[config.mk]
export PLATFORM = sky130hd
export DESIGN_NAME = branch_resolution_unit
export DESIGN_NICKNAME = d
export VERILOG_FILES = /design/src/rtl/branch_pkg.sv /design/src/rtl/branch_resolution_unit_pred_queue.sv /design/src/rtl/branch_resolution_unit.sv
export SDC_FILE = /design/constraint.sdc
export NUM_CORES = 1
export LEC_CHECK = 0
export ABC_AREA = 1
export BUFFER_PORTS_ARGS = -buffer_cell sky130_fd_sc_hd__buf_4
export CAP_MARGIN = 25
export CORE_MARGIN = 2
export CORE_UTILIZATION = 54
export CTS_CLUSTER_DIAMETER = 30
export CTS_CLUSTER_SIZE = 25
export DETAILED_ROUTE_END_ITERATION = 16
export PLACE_DENSITY = 0.76
export SLEW_MARGIN = 10
export SYNTH_ARGS = -nofsm -noshare
export SYNTH_HDL_FRONTEND = slang
export SYNTH_SLANG_ARGS = --single-unit
[constraint.sdc]
create_clock -name clk -period 13 [get_ports clk]
set_input_delay 2.6 -clock clk [delete_from_list [all_inputs] [get_ports clk]]
set_output_delay 2.6 -clock clk [all_outputs]
set_load 0.02 [all_outputs]
[src/rtl/branch_pkg.sv]
// Shared types for the branch predictor and the branch resolution unit.
// Holds the prediction entry layout, control-flow opcodes and resolver states.
package branch_pkg;

    // Stored PC/target width of a prediction entry.
    localparam int PRED_XLEN = 32;

    localparam logic [6:0] OPC_BRANCH = 7'b1100011;
    localparam logic [6:0] OPC_JAL    = 7'b1101111;

    typedef struct packed {
        logic [PRED_XLEN-1:0] pc;
        logic                 taken;
        logic [PRED_XLEN-1:0] target;
    } pred_entry_t;

    typedef enum logic {
        RUN    = 1'b0,
        SQUASH = 1'b1
    } bru_state_e;

    function automatic logic is_ctrl_flow(input logic [6:0] opc);
        return (opc == OPC_BRANCH) || (opc == OPC_JAL);
    endfunction

endpackage

[src/rtl/branch_resolution_unit_pred_queue.sv]
// In-order FIFO of fetch-time predictions awaiting resolution in execute.
// Ports: push/push_data in, pop, clear (flush all), head/full/empty out.
module pred_queue
    import branch_pkg::*;
#(
    parameter int DEPTH = 4
) (
    input  logic        clk,
    input  logic        rst_n,
    input  logic        push,
    input  pred_entry_t push_data,
    input  logic        pop,
    input  logic        clear,
    output pred_entry_t head,
    output logic        full,
    output logic        empty
);

    localparam int AW = $clog2(DEPTH);

    // Pointers carry an extra wrap bit to tell full from empty.
    logic [AW:0] wr_ptr;
    logic [AW:0] rd_ptr;
    pred_entry_t mem [DEPTH];

    logic do_push;
    logic do_pop;

    assign full    = (wr_ptr[AW] != rd_ptr[AW])
                  && (wr_ptr[AW-1:0] == rd_ptr[AW-1:0]);
    assign empty   = (wr_ptr == rd_ptr);
    assign do_push = push && !full && !clear;
    assign do_pop  = pop && !empty && !clear;
    assign head    = mem[rd_ptr[AW-1:0]];

    always_ff @(posedge clk or negedge rst_n) begin
        if (!rst_n) begin
            wr_ptr <= '0;
            rd_ptr <= '0;
        end else if (clear) begin
            wr_ptr <= '0;
            rd_ptr <= '0;
        end else begin
            if (do_push) wr_ptr <= wr_ptr + 1'b1;
            if (do_pop)  rd_ptr <= rd_ptr + 1'b1;
        end
    end

    // Storage needs no reset; pointers define validity.
    always_ff @(posedge clk) begin
        if (do_push) mem[wr_ptr[AW-1:0]] <= push_data;
    end

endmodule

[src/rtl/branch_resolution_unit.sv]
// Checks fetch-time predictions against execute outcomes, trains the predictor,
// redirects/squashes the front end and counts branches and mispredictions.
// Ports: push_*_f from fetch, resolve_*/actual_* from execute,
// mispredict + update bundle + redirect (registered, one-cycle), counters,
// sticky order_error. Entries store PC/target at PRED_XLEN width.
module branch_resolution_unit
    import branch_pkg::*;
#(
    parameter int DATA_WIDTH  = 32,
    parameter int QUEUE_DEPTH = 4,
    parameter int CNT_WIDTH   = 32
) (
    input  logic                  clk,
    input  logic                  rst_n,
    input  logic                  push_valid_f,
    input  logic [DATA_WIDTH-1:0] push_pc_f,
    input  logic                  push_taken_f,
    input  logic [DATA_WIDTH-1:0] push_target_f,
    output logic                  push_ready_f,
    input  logic                  resolve_valid_e,
    input  logic [DATA_WIDTH-1:0] resolve_pc_e,
    input  logic                  resolve_jal_e,
    input  logic                  actual_taken_e,
    input  logic [DATA_WIDTH-1:0] actual_target_e,
    output logic                  mispredict,
    output logic                  branch_actual_taken,
    output logic [DATA_WIDTH-1:0] branch_actual_target,
    output logic                  type_j,
    output logic [DATA_WIDTH-1:0] branch_pc,
    output logic                  redirect_valid,
    output logic [DATA_WIDTH-1:0] redirect_pc,
    output logic [CNT_WIDTH-1:0]  branch_count,
    output logic [CNT_WIDTH-1:0]  mispredict_count,
    output logic                  order_error
);

    bru_state_e  state_q;
    pred_entry_t push_entry;
    pred_entry_t head;
    logic        q_full;
    logic        q_empty;
    logic        q_push;
    logic        q_pop;

    logic                  entry_ok;
    logic                  pred_taken;
    logic [DATA_WIDTH-1:0] pred_target;
    logic                  mp_now;
    logic [DATA_WIDTH-1:0] next_pc;

    assign push_entry.pc     = PRED_XLEN'(push_pc_f);
    assign push_entry.taken  = push_taken_f;
    assign push_entry.target = PRED_XLEN'(push_target_f);

    // A missing or out-of-order head is treated as predicted not-taken to 0.
    assign entry_ok    = !q_empty
                      && (DATA_WIDTH'(head.pc) == resolve_pc_e);
    assign pred_taken  = entry_ok && head.taken;
    assign pred_target = entry_ok ? DATA_WIDTH'(head.target) : '0;

    assign mp_now = resolve_valid_e
                 && ((pred_taken != actual_taken_e)
                  || (actual_taken_e && (pred_target != actual_target_e)));

    assign next_pc = actual_taken_e ? actual_target_e
                                    : resolve_pc_e + DATA_WIDTH'(4);

    assign push_ready_f = !q_full;

    // Pushes racing a mispredict or landing in SQUASH are wrong-path.
    assign q_push = push_valid_f && !q_full
                 && (state_q == RUN) && !mp_now;
    assign q_pop  = resolve_valid_e;

    pred_queue #(
        .DEPTH (QUEUE_DEPTH)
    ) u_queue (
        .clk       (clk),
        .rst_n     (rst_n),
        .push      (q_push),
        .push_data (push_entry),
        .pop       (q_pop),
        .clear     (mp_now),
        .head      (head),
        .full      (q_full),
        .empty     (q_empty)
    );

    always_ff @(posedge clk or negedge rst_n) begin
        if (!rst_n) begin
            state_q              <= RUN;
            mispredict           <= 1'b0;
            redirect_valid       <= 1'b0;
            branch_actual_taken  <= 1'b0;
            branch_actual_target <= '0;
            type_j               <= 1'b0;
            branch_pc            <= '0;
            redirect_pc          <= '0;
            branch_count         <= '0;
            mispredict_count     <= '0;
            order_error          <= 1'b0;
        end else begin
            mispredict           <= mp_now;
            redirect_valid       <= mp_now;
            branch_actual_taken  <= mp_now && actual_taken_e;
            branch_actual_target <= mp_now ? actual_target_e : '0;
            type_j               <= mp_now && resolve_jal_e;
            branch_pc            <= mp_now ? resolve_pc_e : '0;
            redirect_pc          <= mp_now ? next_pc : '0;

            if (resolve_valid_e && (branch_count != '1))
                branch_count <= branch_count + 1'b1;
            if (mp_now && (mispredict_count != '1))
                mispredict_count <= mispredict_count + 1'b1;
            if (resolve_valid_e && !entry_ok)
                order_error <= 1'b1;

            unique case (state_q)
                RUN:     if (mp_now) state_q <= SQUASH;
                SQUASH:  state_q <= RUN;
                default: state_q <= RUN;
            endcase
        end
    end

endmodule
==> flow_summary.json <==
{
  "status": "completed",
  "avgSynthCellArea_um2": 9.46,
  "start_kind": "flip-flop",
  "pin_count": 301,
  "crit_path_start": "u_queue.rd_ptr[0]",
  "finalCriticalPeriod_ns": 7.53,
  "route.vias.total": 16937,
  "worst_slew_pin_slew_ns": 1.01,
  "hold_class": "flip-flop to flip-flop",
  "synth.distinct_cells": 32,
  "p_per_area_nw_per_um2": 195,
  "drc_errors": 0,
  "final_max_slew_viol_count": 0,
  "ctsHoldBuffers": 0,
  "routed_via_density": 5.73,
  "nNetsFinal": 2555,
  "cts_sinks": 431,
  "hold_viol_final": 0,
  "m1WireLength_mm": 25.3,
  "arrival_ns": 7.74,
  "die-area_um2": 38300,
  "combPwrFrac_pct": 22.5,
  "cts-root-buf": "clkbuf_16",
  "core_region_area_um2": 36300,
  "synth_xor_area_share_pct": 4.15,
  "finalSetupViolations": 0,
  "synth-seq-cells": 431,
  "synthFlopType": "edfxtp_1",
  "yosys.area_share.simple_pct": 25.4,
  "power_frac_clock_pct": 44.1,
  "postRouteAntennaNets": 0,
  "die_h_um": 196,
  "cts_buffers": 84,
  "fin_skew_ns": 0.0353,
  "swShare_pct": 32.9,
  "portBuffers": 300,
  "tns_ns": 0,
  "synthCells": 2096,
  "met2_length_mm": 29.6,
  "p_switching_uw": 1630,
  "cts_tree": "yes",
  "yosys.area.top_type": "edfxtp_1",
  "synth_edf_count": 260,
  "async_reset_ff_share_pct": 39.7,
  "dr_wl_met3_mm": 6.08,
  "worstPathRequired_ns": 13.21,
  "first_pass_iters": 7,
  "postCtsSetupRepairBufs": 0,
  "antenna_found_initial": 3,
  "maxUsedRoutingLayer": "met5",
  "die_w_um": 196,
  "synth_top_family_by_area": "simple AND/OR/NAND/NOR gates",
  "ys_top_cells_by_area": "edfxtp_1 39%, dfrtp_1 22%, nand2_1 11%",
  "yosysTopAreaCellShare_pct": 39.4,
  "rsz0062_at_grt": "no",
  "drt_iter0_drc": 2060,
  "peakVddDrop_uv": 143,
  "max_freq_mhz": 133,
  "r2r_start": "u_queue.rd_ptr[0]",
  "drive_gt1_share_pct": 19.4,
  "relSlewSlack_pct": 32.7,
  "critical_path.max_fanout": 86,
  "wirelength_mm": 63.6,
  "final_util_pct": 69.9,
  "yosys_warnings": 0,
  "synth-compound-area-share_pct": 3.98,
  "syn_to_final_growth_pct": 28.2,
  "dp.final_hpwl_mm": 43.5,
  "grt_pass1_wl_mm": 95.3,
  "cts.repair.resized": 0,
  "grt_max_degree": 105,
  "initial_core_util_pct": 54.5,
  "leakagePower_uw": 0.0114,
  "yosysSeqAreaShare_pct": 61.0,
  "finalCritPeriodShare_pct": 58.0,
  "synth_nets": 2239,
  "cts_buffer_depth": 3,
  "critPathCaptureType": "flip-flop",
  "clkLatencyLatePin_ns": 0.61,
  "grt_overflow": 0,
  "crit_type": "flip-flop to flip-flop",
  "grt_pass1_vias": 16387,
  "track_usage_pct": 33.1,
  "synth-adder-area-share_pct": 0.505,
  "p_seq_share_pct": 33.4,
  "place_congestion": 0.971,
  "min_from": "state_q",
  "synthMuxAreaShare_pct": 0,
  "cap_violations": 0,
  "syn_area_um2": 19800,
  "internal-power_uw": 3320,
  "h-tree-depth": 3,
  "rows": 70,
  "path_clk_slew_ns": 0.05,
  "wire_per_inst_um": 21.5
}
## layout by cell type, fill, tap and decap left out, drive strengths merged
cell | netlist | final
o22ai | 27 | 27
inv | 141 | 151
ha | 8 | 8
diode | 0 | 3
nand3 | 168 | 168
edfxtp | 260 | 260
or2 | 1 | 1
nand3b | 3 | 3
clkinvlp | 0 | 18
clkinv | 1 | 18
a21o | 1 | 1
o21ai | 91 | 91
a32o | 3 | 3
nor2 | 283 | 283
clkbuf | 34 | 105
a32oi | 3 | 3
a21oi | 18 | 18
nand4 | 94 | 94
dfrtp | 171 | 171
nor3b | 3 | 3
nor4 | 17 | 17
o21bai | 1 | 1
buf | 55 | 319
xor2 | 72 | 72
xnor2 | 22 | 22
nor3 | 37 | 37
bufinv | 0 | 7
and2 | 3 | 3
nand2 | 579 | 579
## Yosys cell counts, types with 5 or more instances
cell,n
xor2_1,72
buf_1,5
o22ai_1,27
nor4_1,17
nand4_1,94
nor3_1,37
a21oi_1,18
xnor2_1,22
edfxtp_1,260
clkbuf_1,34
nand3_1,167
buf_4,19
nand2_1,579
inv_1,138
ha_1,8
buf_2,29
o21ai_0,91
nor2_1,281
dfrtp_1,171
## layer usage
| layer | vias up | global-route usage, % |
|---|---|---|
| met1 | 8100 | 44.4 |
| li1 | 7704 | - |
| met3 | 171 | 6.27 |
| met5 | - | 0 |
| met2 | 958 | 52.7 |
| met4 | 4 | 14.8 |
## critical path, cell delays in order, from the launching register on
cell      delay (ns)
dfrtp_4         0.63
clkinv_2        0.51
buf_4           0.81
nand2_1         0.13
nand3_1         0.18
nand2_1         0.08
nand2_1         0.17
nand2_1         0.07
nor2_1          0.11
nand2_1         0.06
nor2_1          0.14
nand2_1         0.12
nor2_4          0.17
buf_12          0.24
nand2_1         0.21
nor2_1          0.25
nand4_1         0.13
nor2_1          0.13
nand3_1         0.14
o21bai_4        0.82
nand2_1         0.42
nor2_4          0.72
buf_4           0.75
## sequential cells by signal (all words and copies together), names as in the netlist, 3 cells and up
signal                flops
u_queue.wr_ptr            3
branch_count             32
branch_pc                32
u_queue.mem             260
branch_actual_target     32
redirect_pc              32
mispredict_count         32
u_queue.rd_ptr            3
## cells by family after synthesis
logic type                 count (synthesis)
AOI/OAI and AO/OA                        144
xor gates and xnor gates                  94
adders and majority gates                  8
buffers and inverters                    231
DFF                                      431
and+or+nand+nor                         1188
## power groups by stage
stage          sequential (uW)  clock [uW]  combinational (uW)
2_1_floorplan             1690           0                 671
6_report                  1650        2180                1110
4_1_cts                   1650        2200                1080
3_3_place_gp              1670           0                1060
3_5_place_dp              1670           0                1070
5_1_grt                   1660        2260                1210
## through the flow
stage / hold slack, ns / setup WS, ns / cell area, um2 / total power, uW / cells
6_report: 0.454 / 5.47 / 25400 / 4950 / 2954
5_1_grt: 0.470 / 5.00 / 25400 / 5130 / 2952
4_1_cts: 0.451 / 5.04 / 25300 / 4930 / 2946
3_5_place_dp: 0.444 / 4.63 / 22400 / 2740 / 2789
3_3_place_gp: 0.415 / 4.84 / 22400 / 2720 / 2788
2_1_floorplan: 0.403 / 5.39 / 19800 / 2360 / 2096
## worst paths after layout
kind                                   endpoint  slack [ns]  cells after the start
max                          u_queue.mem[0][47]        5.47                     22
min                                     state_q        0.45                      1
max reg2reg                  u_queue.mem[0][47]        5.47                     22
min reg2reg                             state_q        0.45                      1
max in group asynchronous  mispredict_count[25]        9.51                      3
min in group asynchronous       redirect_pc[16]        1.89                      1
## cell type report
type                       instances  area [um2]
sequential                       431       12100
fill                            2691       10900
multi-input combinational       1434        6800
timing repair buffer             319        2500
clock buffer                     105        2320
clock inverter                    52         586
tap                              468         586
inverter                         142         534
antenna                            3        7.51
Note: power is estimated with default switching activity, not from simulation.
